==> src/rtl/fc_pkg.sv <==
`default_nettype none
// +----------------------------------------------------------------------------+
// | fc_pkg: shared flight-control types and PWM defaults.  Rev 1.0             |
// +----------------------------------------------------------------------------+
package fc_pkg;

  localparam int SIZE_DEF = 7;
  localparam int BASE_DEF = 100;

  typedef enum logic [1:0] {
    ST_DISARMED = 2'd0,
    ST_ARMING   = 2'd1,
    ST_ARMED    = 2'd2,
    ST_FAULT    = 2'd3
  } motor_state_e;

  typedef logic [SIZE_DEF-1:0] duty_t;

endpackage
`default_nettype wire

==> src/rtl/slew_limiter.sv <==
`default_nettype none
// +----------------------------------------------------------------------------+
// | slew_limiter: one channel, moves duty toward target by <= SLEW_STEP. Rev 1.0|
// +----------------------------------------------------------------------------+
module slew_limiter #(
  parameter int SIZE      = 7,
  parameter int SLEW_STEP = 2
) (
  input  logic            clk_i,
  input  logic            rst_ni,
  input  logic            step_en,
  input  logic            zero,
  input  logic [SIZE-1:0] target,
  output logic [SIZE-1:0] duty
);

  logic [SIZE:0] tgt_ext;
  logic [SIZE:0] duty_ext;
  logic [SIZE:0] diff;
  logic [SIZE:0] step_c;
  logic [SIZE:0] duty_nxt;

  // One extra bit keeps the difference and the stepped value from wrapping.
  always_comb begin
    tgt_ext  = {1'b0, target};
    duty_ext = {1'b0, duty};
    step_c   = (SIZE+1)'(SLEW_STEP);
    diff     = '0;
    duty_nxt = duty_ext;
    if (tgt_ext > duty_ext) begin
      diff     = tgt_ext - duty_ext;
      duty_nxt = (diff > step_c) ? duty_ext + step_c : tgt_ext;
    end else begin
      diff     = duty_ext - tgt_ext;
      duty_nxt = (diff > step_c) ? duty_ext - step_c : tgt_ext;
    end
  end

  always_ff @(posedge clk_i or negedge rst_ni) begin
    if (!rst_ni) begin
      duty <= '0;
    end else if (zero) begin
      duty <= '0;
    end else if (step_en) begin
      duty <= duty_nxt[SIZE-1:0];
    end
  end

endmodule
`default_nettype wire

==> src/rtl/motor_cmd_sequencer.sv <==
`default_nettype none
// +----------------------------------------------------------------------------+
// | motor_cmd_sequencer: arm interlock, slew and watchdog ahead of PWM. Rev 1.0|
// +----------------------------------------------------------------------------+
module motor_cmd_sequencer
  import fc_pkg::*;
#(
  parameter int N_MOTORS    = 4,
  parameter int SIZE        = SIZE_DEF,
  parameter int BASE        = BASE_DEF,
  parameter int UPDATE_DIV  = 1000,
  parameter int SLEW_STEP   = 2,
  parameter int ARM_STROBES = 50,
  parameter int WDT_CYCLES  = 200000
) (
  input  logic                     clk_i,
  input  logic                     rst_ni,
  input  logic                     cmd_valid_i,
  output logic                     cmd_ready_o,
  input  logic [N_MOTORS*SIZE-1:0] cmd_duty_i,
  input  logic                     arm_req_i,
  input  logic                     disarm_i,
  output logic [N_MOTORS*SIZE-1:0] duty_o,
  output logic                     ena_o,
  output logic [1:0]               state_o,
  output logic                     fault_o
);

  localparam int PW = $clog2(UPDATE_DIV);
  localparam int AW = $clog2(ARM_STROBES + 1);
  localparam int WW = $clog2(WDT_CYCLES + 1);

  motor_state_e             state;
  logic [PW-1:0]            pre_cnt;
  logic [AW-1:0]            arm_cnt;
  logic [WW-1:0]            wdt_cnt;
  logic [N_MOTORS*SIZE-1:0] target;
  logic [N_MOTORS*SIZE-1:0] cmd_clamped;

  logic strobe;
  logic xfer;
  logic cmd_nonzero;
  logic targets_zero;
  logic duties_zero;
  logic wdt_expire;
  logic step_en;
  logic zero;

  assign strobe       = (pre_cnt == PW'(UPDATE_DIV - 1));
  assign cmd_ready_o  = (state != ST_FAULT);
  assign xfer         = cmd_valid_i && cmd_ready_o;
  assign cmd_nonzero  = |cmd_duty_i;
  assign targets_zero = ~|target;
  assign duties_zero  = ~|duty_o;
  // A transfer on the expiry cycle wins over the watchdog.
  assign wdt_expire   = (state == ST_ARMED) && !xfer && (wdt_cnt == WW'(WDT_CYCLES - 1));
  assign step_en      = strobe && ((state == ST_ARMED) || (state == ST_FAULT));
  assign zero         = disarm_i || (state == ST_DISARMED) || (state == ST_ARMING);
  assign state_o      = state;

  always_ff @(posedge clk_i or negedge rst_ni) begin
    if (!rst_ni) begin
      pre_cnt <= '0;
    end else if (strobe) begin
      pre_cnt <= '0;
    end else begin
      pre_cnt <= pre_cnt + 1'b1;
    end
  end

  always_ff @(posedge clk_i or negedge rst_ni) begin
    if (!rst_ni) begin
      target <= '0;
    end else if (disarm_i || (state == ST_FAULT) || wdt_expire) begin
      target <= '0;
    end else if (xfer) begin
      target <= cmd_clamped;
    end
  end

  always_ff @(posedge clk_i or negedge rst_ni) begin
    if (!rst_ni) begin
      state   <= ST_DISARMED;
      ena_o   <= 1'b0;
      fault_o <= 1'b0;
      arm_cnt <= '0;
      wdt_cnt <= '0;
    end else if (disarm_i) begin
      state   <= ST_DISARMED;
      ena_o   <= 1'b0;
      arm_cnt <= '0;
      wdt_cnt <= '0;
    end else begin
      case (state)
        ST_DISARMED: begin
          arm_cnt <= '0;
          wdt_cnt <= '0;
          if (arm_req_i && targets_zero) begin
            state   <= ST_ARMING;
            ena_o   <= 1'b1;
            fault_o <= 1'b0;
          end
        end
        ST_ARMING: begin
          if (xfer && cmd_nonzero) begin
            state   <= ST_DISARMED;
            ena_o   <= 1'b0;
            arm_cnt <= '0;
          end else if (strobe) begin
            if (arm_cnt == AW'(ARM_STROBES - 1)) begin
              state   <= ST_ARMED;
              arm_cnt <= '0;
              wdt_cnt <= '0;
            end else begin
              arm_cnt <= arm_cnt + 1'b1;
            end
          end
        end
        ST_ARMED: begin
          if (xfer) begin
            wdt_cnt <= '0;
          end else if (wdt_expire) begin
            state   <= ST_FAULT;
            fault_o <= 1'b1;
            wdt_cnt <= '0;
          end else begin
            wdt_cnt <= wdt_cnt + 1'b1;
          end
        end
        ST_FAULT: begin
          if (duties_zero) begin
            state <= ST_DISARMED;
            ena_o <= 1'b0;
          end
        end
        default: begin
          state <= ST_DISARMED;
          ena_o <= 1'b0;
        end
      endcase
    end
  end

  for (genvar k = 0; k < N_MOTORS; k++) begin : g_ch
    assign cmd_clamped[k*SIZE +: SIZE] =
      (cmd_duty_i[k*SIZE +: SIZE] > SIZE'(BASE)) ? SIZE'(BASE) : cmd_duty_i[k*SIZE +: SIZE];

    slew_limiter #(
      .SIZE      (SIZE),
      .SLEW_STEP (SLEW_STEP)
    ) u_slew (
      .clk_i   (clk_i),
      .rst_ni  (rst_ni),
      .step_en (step_en),
      .zero    (zero),
      .target  (target[k*SIZE +: SIZE]),
      .duty    (duty_o[k*SIZE +: SIZE])
    );
  end

endmodule
`default_nettype wire
==> config.mk <==
export PLATFORM = sky130hd
export DESIGN_NAME = motor_cmd_sequencer
export DESIGN_NICKNAME = d
export VERILOG_FILES = /design/src/rtl/fc_pkg.sv /design/src/rtl/slew_limiter.sv /design/src/rtl/motor_cmd_sequencer.sv
export SDC_FILE = /design/constraint.sdc
export NUM_CORES = 1
export LEC_CHECK = 0
export ABC_AREA = 0
export CAP_MARGIN = 10
export CORE_UTILIZATION = 47
export DETAILED_ROUTE_END_ITERATION = 10
export PLACE_DENSITY = 0.65
export SYNTH_ARGS = -nofsm -noshare
export SYNTH_HDL_FRONTEND = slang
export SYNTH_SLANG_ARGS = --single-unit
==> constraint.sdc <==
create_clock -name clk_i -period 3.82 [get_ports clk_i]
set_input_delay 0.764 -clock clk_i [delete_from_list [all_inputs] [get_ports clk_i]]
set_output_delay 0.764 -clock clk_i [all_outputs]
set_load 0.1 [all_outputs]
* Word-level counts from Yosys, hierarchy flattened
Cells that the tools add are included.
W data, S select, Z words.
** Word-level totals
- Memory bits (read-only) :: 0
- Memory bits (writable) :: 0
- Output and inout port bits :: 33
- Memories kept :: 0
- Logic and storage cells :: 152
- Latch bits :: 0
- Input port bits :: 33
- Register bits :: 94
** Operators by class
- Add/sub/neg operators :: 19
- Multiply operators :: 0
- Bitwise gates (word level) :: 1
- Shift operators :: 0
- Mux-type cells :: 57
- Eq/ne operators :: 20
- Reductions and logical operators :: 28
- Order comparisons :: 16
- Divide/modulo/power cells :: 0
** Operators with widths (number)
- $mux W7 :: 24
- $mux W18 :: 6
- $reduce_or A28 Y1 :: 3
- $gt A8 B2 Y1 const B :: 8
- $sub A7 B7 Y8 :: 8
- $mux W28 :: 2
- $pmux W18 S3 :: 1
- $add A7 B2 Y7 const B :: 4
- $gt A7 B7 Y1 :: 4
- $gt A7 B7 Y1 const B :: 4
- $sub A7 B2 Y7 const B :: 4
- $mux W6 :: 4
- $add A18 B1 Y18 const B :: 1
- $eq A18 B18 Y1 const B :: 1
- $mux W2 :: 8
- $ne A3 B3 Y1 const B :: 5
- $pmux W6 S2 :: 1
- $add A10 B1 Y10 const B :: 1
- $eq A10 B10 Y1 const B :: 1
- $mux W10 :: 1
- $ne A3 B2 Y1 const B :: 3
- $pmux W2 S4 :: 1
- $reduce_and A4 Y1 :: 2
- $reduce_bool A4 Y1 :: 2
- other kinds (21) :: 42

* Depth between registers and ports, before layout
Gate-level depths: netlist of run 1.
- Depth after elaboration :: 9
- Depth in mapped cells :: 13
- Depth with buffers taken out :: 12

* Modules after synthesis
Synthesis of run 1 repeated with hierarchy kept, for this count alone.
** Unflattened totals
- Cells, all modules :: 1092
- Area, all modules :: 9140.0 um^2
** By module, submodules not included
- slew_limiter :: area each 1381.3 um^2, cells an instance 173, times used 4, seq. area each 175.2 um^2
- motor_cmd_sequencer :: area each 3614.7 um^2, cells an instance 400, times used 1, seq. area each 1651.6 um^2

* Least setup slack after synthesis of run 1
OpenSTA, ideal clock, no wires.
- Path type :: register -> register
- From :: reg g_ch[2].u_slew.duty[1]
- To :: reg g_ch[2].u_slew.duty[6]
- Slack :: 0.093 ns
- Stages on the path, launching flop included :: 11
- Setup time :: 0.101 ns
- Required time :: 3.719 ns
- Buffers on the path :: 0
- Arrival time :: 3.626 ns
- Clock period less this slack :: 3.727 ns
- Cell sequence :: dfrtp_1 -> inv_1 -> fa_1 -> a211oi_1 -> o21ai_1 -> a21o_1 -> or4b_4 -> o31ai_4 -> nor3_1 -> o32a_1 -> o32ai_1
** On the way
- Longest elaborated chain between the ends :: 6
- Elaborated cells on any way between the ends :: 12
- Classes of those cells :: add/sub (4); order compare (3); mux (5)
** Ends and longest elaborated chain
- from (decl) :: line slew_limiter.sv:14 : output logic [SIZE-1:0] duty
- from (signal assigned) :: line slew_limiter.sv:45 : duty <= duty_nxt[SIZE-1:0];
- $sub A7 B7 Y8 (on tied branches) :: line slew_limiter.sv:34, slew_limiter.sv:31
- $gt A8 B2 Y1 (on tied branches) :: line slew_limiter.sv:35, slew_limiter.sv:32
- $mux W7 (on tied branches) :: line slew_limiter.sv:35, slew_limiter.sv:32
- $mux W7 * :: line slew_limiter.sv:30 : if (tgt_ext > duty_ext) begin
- $mux W7 * :: line slew_limiter.sv:44 : end else if (step_en) begin
- $mux W7 * :: line slew_limiter.sv:42 : end else if (zero) begin
Every way passes the cells marked *; elsewhere a longest branch is shown, timed or not. The select of a mux whose other input is x is not followed.
A chain may end at the register's enable or synchronous reset.

* Worst setup path in the final report of run 1
- From :: reg g_ch[2].u_slew.duty[1]
- To :: reg g_ch[2].u_slew.duty[3]
The elaborated chain is that of the path after synthesis.

==> results.cfg, run 1 <==
[worst_setup_path]
cp_slowest_cell = or4b_4
crit_type = flip-flop to flip-flop
crit_fanout = 8
start_kind = flip-flop
end_kind = flip-flop
max_stage_delay_ps = 560
arrival_ps = 3680
crit_required_ps = 4060
critPathMostFrequentCell = o21ai_1
crit_chain = inv_1, fa_1, a211oi_1, o21ai_1, a21o_1, or4b_4, o31ai_4, o21ai_1, o21ai_0, o32ai_1

[finish]
drive_gt1_frac = 0.0572
nNetsFinal = 1189
diodes = 0
multiInputGateArea_um2 = 5410
fillers = 1656
seqCellArea_um2 = 2350
stdcell_area_um2 = 9510
final_util = 0.550
syn_to_final_growth_pct = 14.4

[sta]
finClkSkew_ps = 9.59
fin_crit_sh = 0.902
finalSetupTns_ps = 0
tightest_slew_ps = 1050
maxSlewViolCount = 0
period_minus_slack_ps = 3450
slew_headroom = 0.295
rsz0062_at_grt = no
hold_viol = 0
setup_viol = 0
fmax_mhz = 290

[hold_path]
worst_hold_path_type = primary input to asynchronous set/reset pin

[global_routing]
grt_pass1_vias = 7354
grtUsageTotal = 0.278
antenna_found_initial = 0
grt_pass1_wl_um = 39500
grt-ovfl-total = 0
grt_max_degree = 45

[pwr]
cellPowerDensity_nw_per_um2 = 352
p_total_mw = 3.35
power_leakage_nw = 4.01
ir_drop_mv = 0.335

[floorplan]
dieWidth_um = 135
fp.dieH_um = 135
ioPinCount = 66
fp-row-count = 48
die_area_um2 = 18200
core-area_um2 = 17300
initial_core_util = 0.480

[logic_synthesis]
yosysUniqueCellTypes = 87
synth_edf_count = 0
avgSynthCellArea_um2 = 8.11
netlist_area_um2 = 8310
synth_seq_cells = 94
synth_fp_nets = 1136
synthCells = 1025
synthArstFlopShare = 1.00
synth_ff_type = dfrtp_1
seq_area_frac_synth = 0.283
synth_warnings = 0

[job]
maxCapViolCount = 0

[route]
firstDrtPassIters = 5
vias = 7947
via_per_inst = 6.08
met2_length_um = 11200
drtIter0Drc = 695
dr.max_layer_used = met4
wire_per_inst_um = 18.7
drt-total-wl_um = 24400
m1WireLength_um = 11300
ant_nets = 0
wl_met3_um = 1300
route.detailed.drc = 0

[clocking]
clkTransAtPathRegs_ps = 70
cts_tree = yes
insertion_delay_ps = 360
numClockSinks = 94
post-cts-setup-buffers = 0
post_cts_resized = 0
cts-root-buf = clkbuf_16
cts_hold_buf = 0
cts_made_buffers = 9
cts_max_path_buffers = 2
htreeDepth = 3

[place]
gp_congestion = 0.965
io_buffers = 65
dpl_cell_area_um2 = 9200
place_hpwl_um = 18600

[run_status]
status = finished, final reports clean
[path summary, 6_finish.rpt]
path                                         from                     end  slack, ps  cells after the start
min in group clk_i                     pre_cnt[9]              pre_cnt[9]        480                      1
min                                        rst_ni  g_ch[1].u_slew.duty[5]        420                      1
max                        g_ch[2].u_slew.duty[1]  g_ch[2].u_slew.duty[3]        370                     10
max in group asynchronous                  rst_ni              arm_cnt[2]       2600                      2
min reg2reg                            pre_cnt[9]              pre_cnt[9]        480                      1
max reg2reg                g_ch[2].u_slew.duty[1]  g_ch[2].u_slew.duty[3]        370                     10
[synthesized netlist by cell type (4+ instances only)]
cell	count	area share
o22ai_1	14	0.011
or2_2	5	0.0038
a221o_1	5	0.0060
nand3_1	47	0.028
xor2_1	10	0.011
buf_2	8	0.0048
nand2_1	48	0.022
and2_1	10	0.0075
o21ai_1	4	0.0024
ha_1	70	0.11
a2bb2oi_1	8	0.0084
a21o_1	20	0.018
fa_1	8	0.019
o32ai_1	4	0.0042
dfrtp_1	94	0.28
nor3b_1	5	0.0045
nor2_1	98	0.044
inv_1	88	0.040
a31oi_1	12	0.0090
a221oi_1	6	0.0063
nor4_1	15	0.011
or3_1	9	0.0068
nor3_1	30	0.018
a211oi_1	9	0.0081
xnor2_1	26	0.027
o221ai_1	5	0.0053
mux2i_1	13	0.016
o31ai_1	15	0.014
nor2b_1	23	0.017
nand4_1	14	0.011
clkbuf_1	34	0.015
o41ai_1	4	0.0042
nand2b_1	12	0.0090
a21oi_1	61	0.037
nor4b_1	4	0.0042
o211ai_1	8	0.0072
o21bai_1	5	0.0045
and3_1	10	0.0075
o21ai_0	85	0.051
[logic make-up (layout without fill, tap and decap cells)]
logic type      after synthesis  count (layout)  synth area share
compound gates              314             314             0.252
simple gates                352             352             0.217
flops                        94              94             0.283
mux                          15              15            0.0184
fa+ha+maj                    78              78             0.125
xor+xnor                     36              36            0.0380
buf+inv                     136             194            0.0663
[stage by stage]
step | cells | setup WS, ps | hold WS [ps]
2_1_floorplan | 1025 | 93.4 | 444
3_3_place_gp | 1292 | 439 | 472
3_5_place_dp | 1292 | 383 | 468
4_1_cts | 1308 | 428 | 433
5_1_grt | 1308 | 197 | 463
6_report | 1308 | 374 | 419
[cells in the final DEF, fill, tap and decap left out, types with 20 or more instances in the layout]
master / count
nor2_1: 98
dfrtp_1: 94
inv_1: 88
o21ai_0: 85
ha_1: 70
clkdlybuf4s50_1: 62
a21oi_1: 61
nand2_1: 48
nand3_1: 47
nor3_1: 29
buf_4: 27
xnor2_1: 26
nor2b_1: 23
a21o_1: 20
[registers in the layout, summed over array words and instances, names as in the netlist]
register / count
arm_cnt: 6
ena_o: 1
fault_o: 1
g_ch.u_slew.duty: 28
pre_cnt: 10
state_o: 2
target: 28
wdt_cnt: 18
[power by group]
part | switching (mW) | internal (mW) | leakage (nW)
clock network | 0.436 | 0.522 | 0.150
registers | 0.0821 | 1.04 | 1.28
logic | 0.814 | 0.458 | 2.59
[routing by layer]
layer,GRT usage,up-vias
met5,0,-
met4,0.0961,0
met3,0.0300,36
met2,0.437,240
met1,0.397,3842
li1,-,3829
[cell type report]
type                            count  share of cell area
Sequential cell                    94               0.247
Timing Repair Buffer               90              0.0871
Clock inverter                      6             0.00803
Tap cell                          225              0.0296
Multi-Input combinational cell    795               0.569
Clock buffer                       10              0.0241
Inverter                           88              0.0347
[critical path: cells and delay by family, from the launching register on]
family	cells	cell delay, ps
simple gates	1	560
buf+inv	1	190
fa+ha+maj	1	520
flops	1	490
compound gates	7	1560
Power figures use the tool's default switching activity.
==> run 2: changes to the inputs <==
--- a/config.mk
+++ b/config.mk
@@ -7,9 +7,11 @@
 export LEC_CHECK = 0
 export ABC_AREA = 0
 export CAP_MARGIN = 10
-export CORE_UTILIZATION = 47
+export CELL_PAD_IN_SITES_DETAIL_PLACEMENT = 0
+export CELL_PAD_IN_SITES_GLOBAL_PLACEMENT = 1
+export CORE_UTILIZATION = 45
 export DETAILED_ROUTE_END_ITERATION = 10
-export PLACE_DENSITY = 0.65
+export PLACE_DENSITY = 0.8
 export SYNTH_ARGS = -nofsm -noshare
 export SYNTH_HDL_FRONTEND = slang
 export SYNTH_SLANG_ARGS = --single-unit
==> results.cfg, run 2 (synthesized netlist as in run 1, its figures left out) <==
[pwr]
p_total_mw = 3.34
p_int_mw = 2.03
cellPowerDensity_nw_per_um2 = 352
pwr-share-clk = 0.287
power_leakage_nw = 3.99
ir_drop_mv = 0.236
power_frac_seq = 0.333
switching_share = 0.393
comb_power_share = 0.380
p_switching_mw = 1.31

[sta]
rsz0062_at_grt = no
hold_viol = 0
fin_crit_sh = 0.892
finalSetupTns_ps = 0
tightest_slew_ps = 1130
finClkSkew_ps = 7.85
maxSlewViolCount = 0
setup_viol = 0
slew_headroom = 0.246
fmax_mhz = 293
period_minus_slack_ps = 3410

[place]
place_hpwl_um = 18400
gp_congestion = 0.879
io_buffers = 65

[clocking]
insertion_delay_ps = 360
cts_hold_buf = 0
cts-root-buf = clkbuf_16
post-cts-setup-buffers = 0
htreeDepth = 3
clkTransAtPathRegs_ps = 70
cts_tree = yes
cts_max_path_buffers = 2
post_cts_resized = 0
numClockSinks = 94
cts_made_buffers = 9

[worst_setup_path]
crit_required_ps = 4100
critPathBufInv = 1
cp_slowest_cell = dfrtp_1
start_kind = flip-flop
crit_type = flip-flop to flip-flop
crit_family = compound AO/OA/AOI/OAI gates
crit_chain = inv_1, ha_1, o21ai_0, a221oi_1, or3b_1, o32ai_2, o31ai_1, or3_1, a21oi_1
end_kind = flip-flop
crit_fanout = 12
max_stage_delay_ps = 540
arrival_ps = 3690

[route]
drt-total-wl_um = 24300
wire_per_inst_um = 18.5
ant_nets = 0
via_per_inst = 5.95
firstDrtPassIters = 5
vias = 7791
route.detailed.drc = 0
drtIter0Drc = 614

[floorplan]
core-area_um2 = 18000
fp.dieH_um = 138
fp-row-count = 49
initial_core_util = 0.461
die_area_um2 = 19000
dieWidth_um = 138
ioPinCount = 66

[run_status]
status = finished, final reports clean

[finish]
syn_to_final_growth_pct = 14.4
drive_gt1_frac = 0.0556
nNetsFinal = 1186
layout_commonest_cell = nor2_1
final_cell_mix = nor2_1, dfrtp_1, inv_1, o21ai_0, ha_1
diodes = 0
largestRegisters = g_ch.u_slew.duty (28), target (28), wdt_cnt (18)
fillers = 1752

[hold_path]
worst_hold_path_type = primary input to asynchronous set/reset pin

[global_routing]
grtUsageTotal = 0.267
grt-ovfl-total = 0
grt_max_degree = 51
antenna_found_initial = 0
grt_pass1_wl_um = 38800
grt_pass1_vias = 7119

[job]
maxCapViolCount = 0
-- run 2: routing by layer --
metal  global-route usage  routed length [um]
met5                    0                   0
met4               0.0767                 453
met3               0.0508                1420
met2                0.395               10600
met1                0.390               11800
-- run 2: layout make-up --
type                            instances  area [um^2]  area share
Multi-Input combinational cell        795         5410       0.569
Clock inverter                          6         67.6     0.00711
Timing Repair Buffer                   87          818      0.0861
Inverter                               88          330      0.0348
Tap cell                              229          287      0.0301
Clock buffer                           10          239      0.0251
Sequential cell                        94         2350       0.247
-- run 2: worst paths after layout --
path	from	to	slack (ps)	cells after the start
setup / recovery	g_ch[0].u_slew.duty[3]	g_ch[0].u_slew.duty[0]	410	9
hold / removal	rst_ni	g_ch[0].u_slew.duty[5]	450	1
setup reg to reg	g_ch[0].u_slew.duty[3]	g_ch[0].u_slew.duty[0]	410	9
hold reg to reg	pre_cnt[0]	pre_cnt[0]	490	1
max in group asynchronous	rst_ni	pre_cnt[2]	2660	2
min in group clk_i	pre_cnt[0]	pre_cnt[0]	490	1
-- run 2: power by group through the flow --
stage	Sequential (mW)	Combinational [mW]	Clock [mW]
final	1.11	1.27	0.959
after global routing	1.12	1.40	1.02
after CTS	1.11	1.26	0.971
after detailed placement	1.13	1.25	0
after global placement	1.13	1.25	0
after floorplan	1.22	0.818	0
-- run 2: stage by stage --
stage	instance area [um^2]	hold slack, ps	util	instances	worst slack [ps]
2_1_floorplan	8310	444	-	1025	93.4
3_3_place_gp	9200	471	0.510	1293	85.0
3_5_place_dp	9200	476	0.510	1293	111
4_1_cts	9500	474	0.527	1309	480
5_1_grt	9500	500	0.527	1309	179
6_report	9500	447	0.527	1309	413
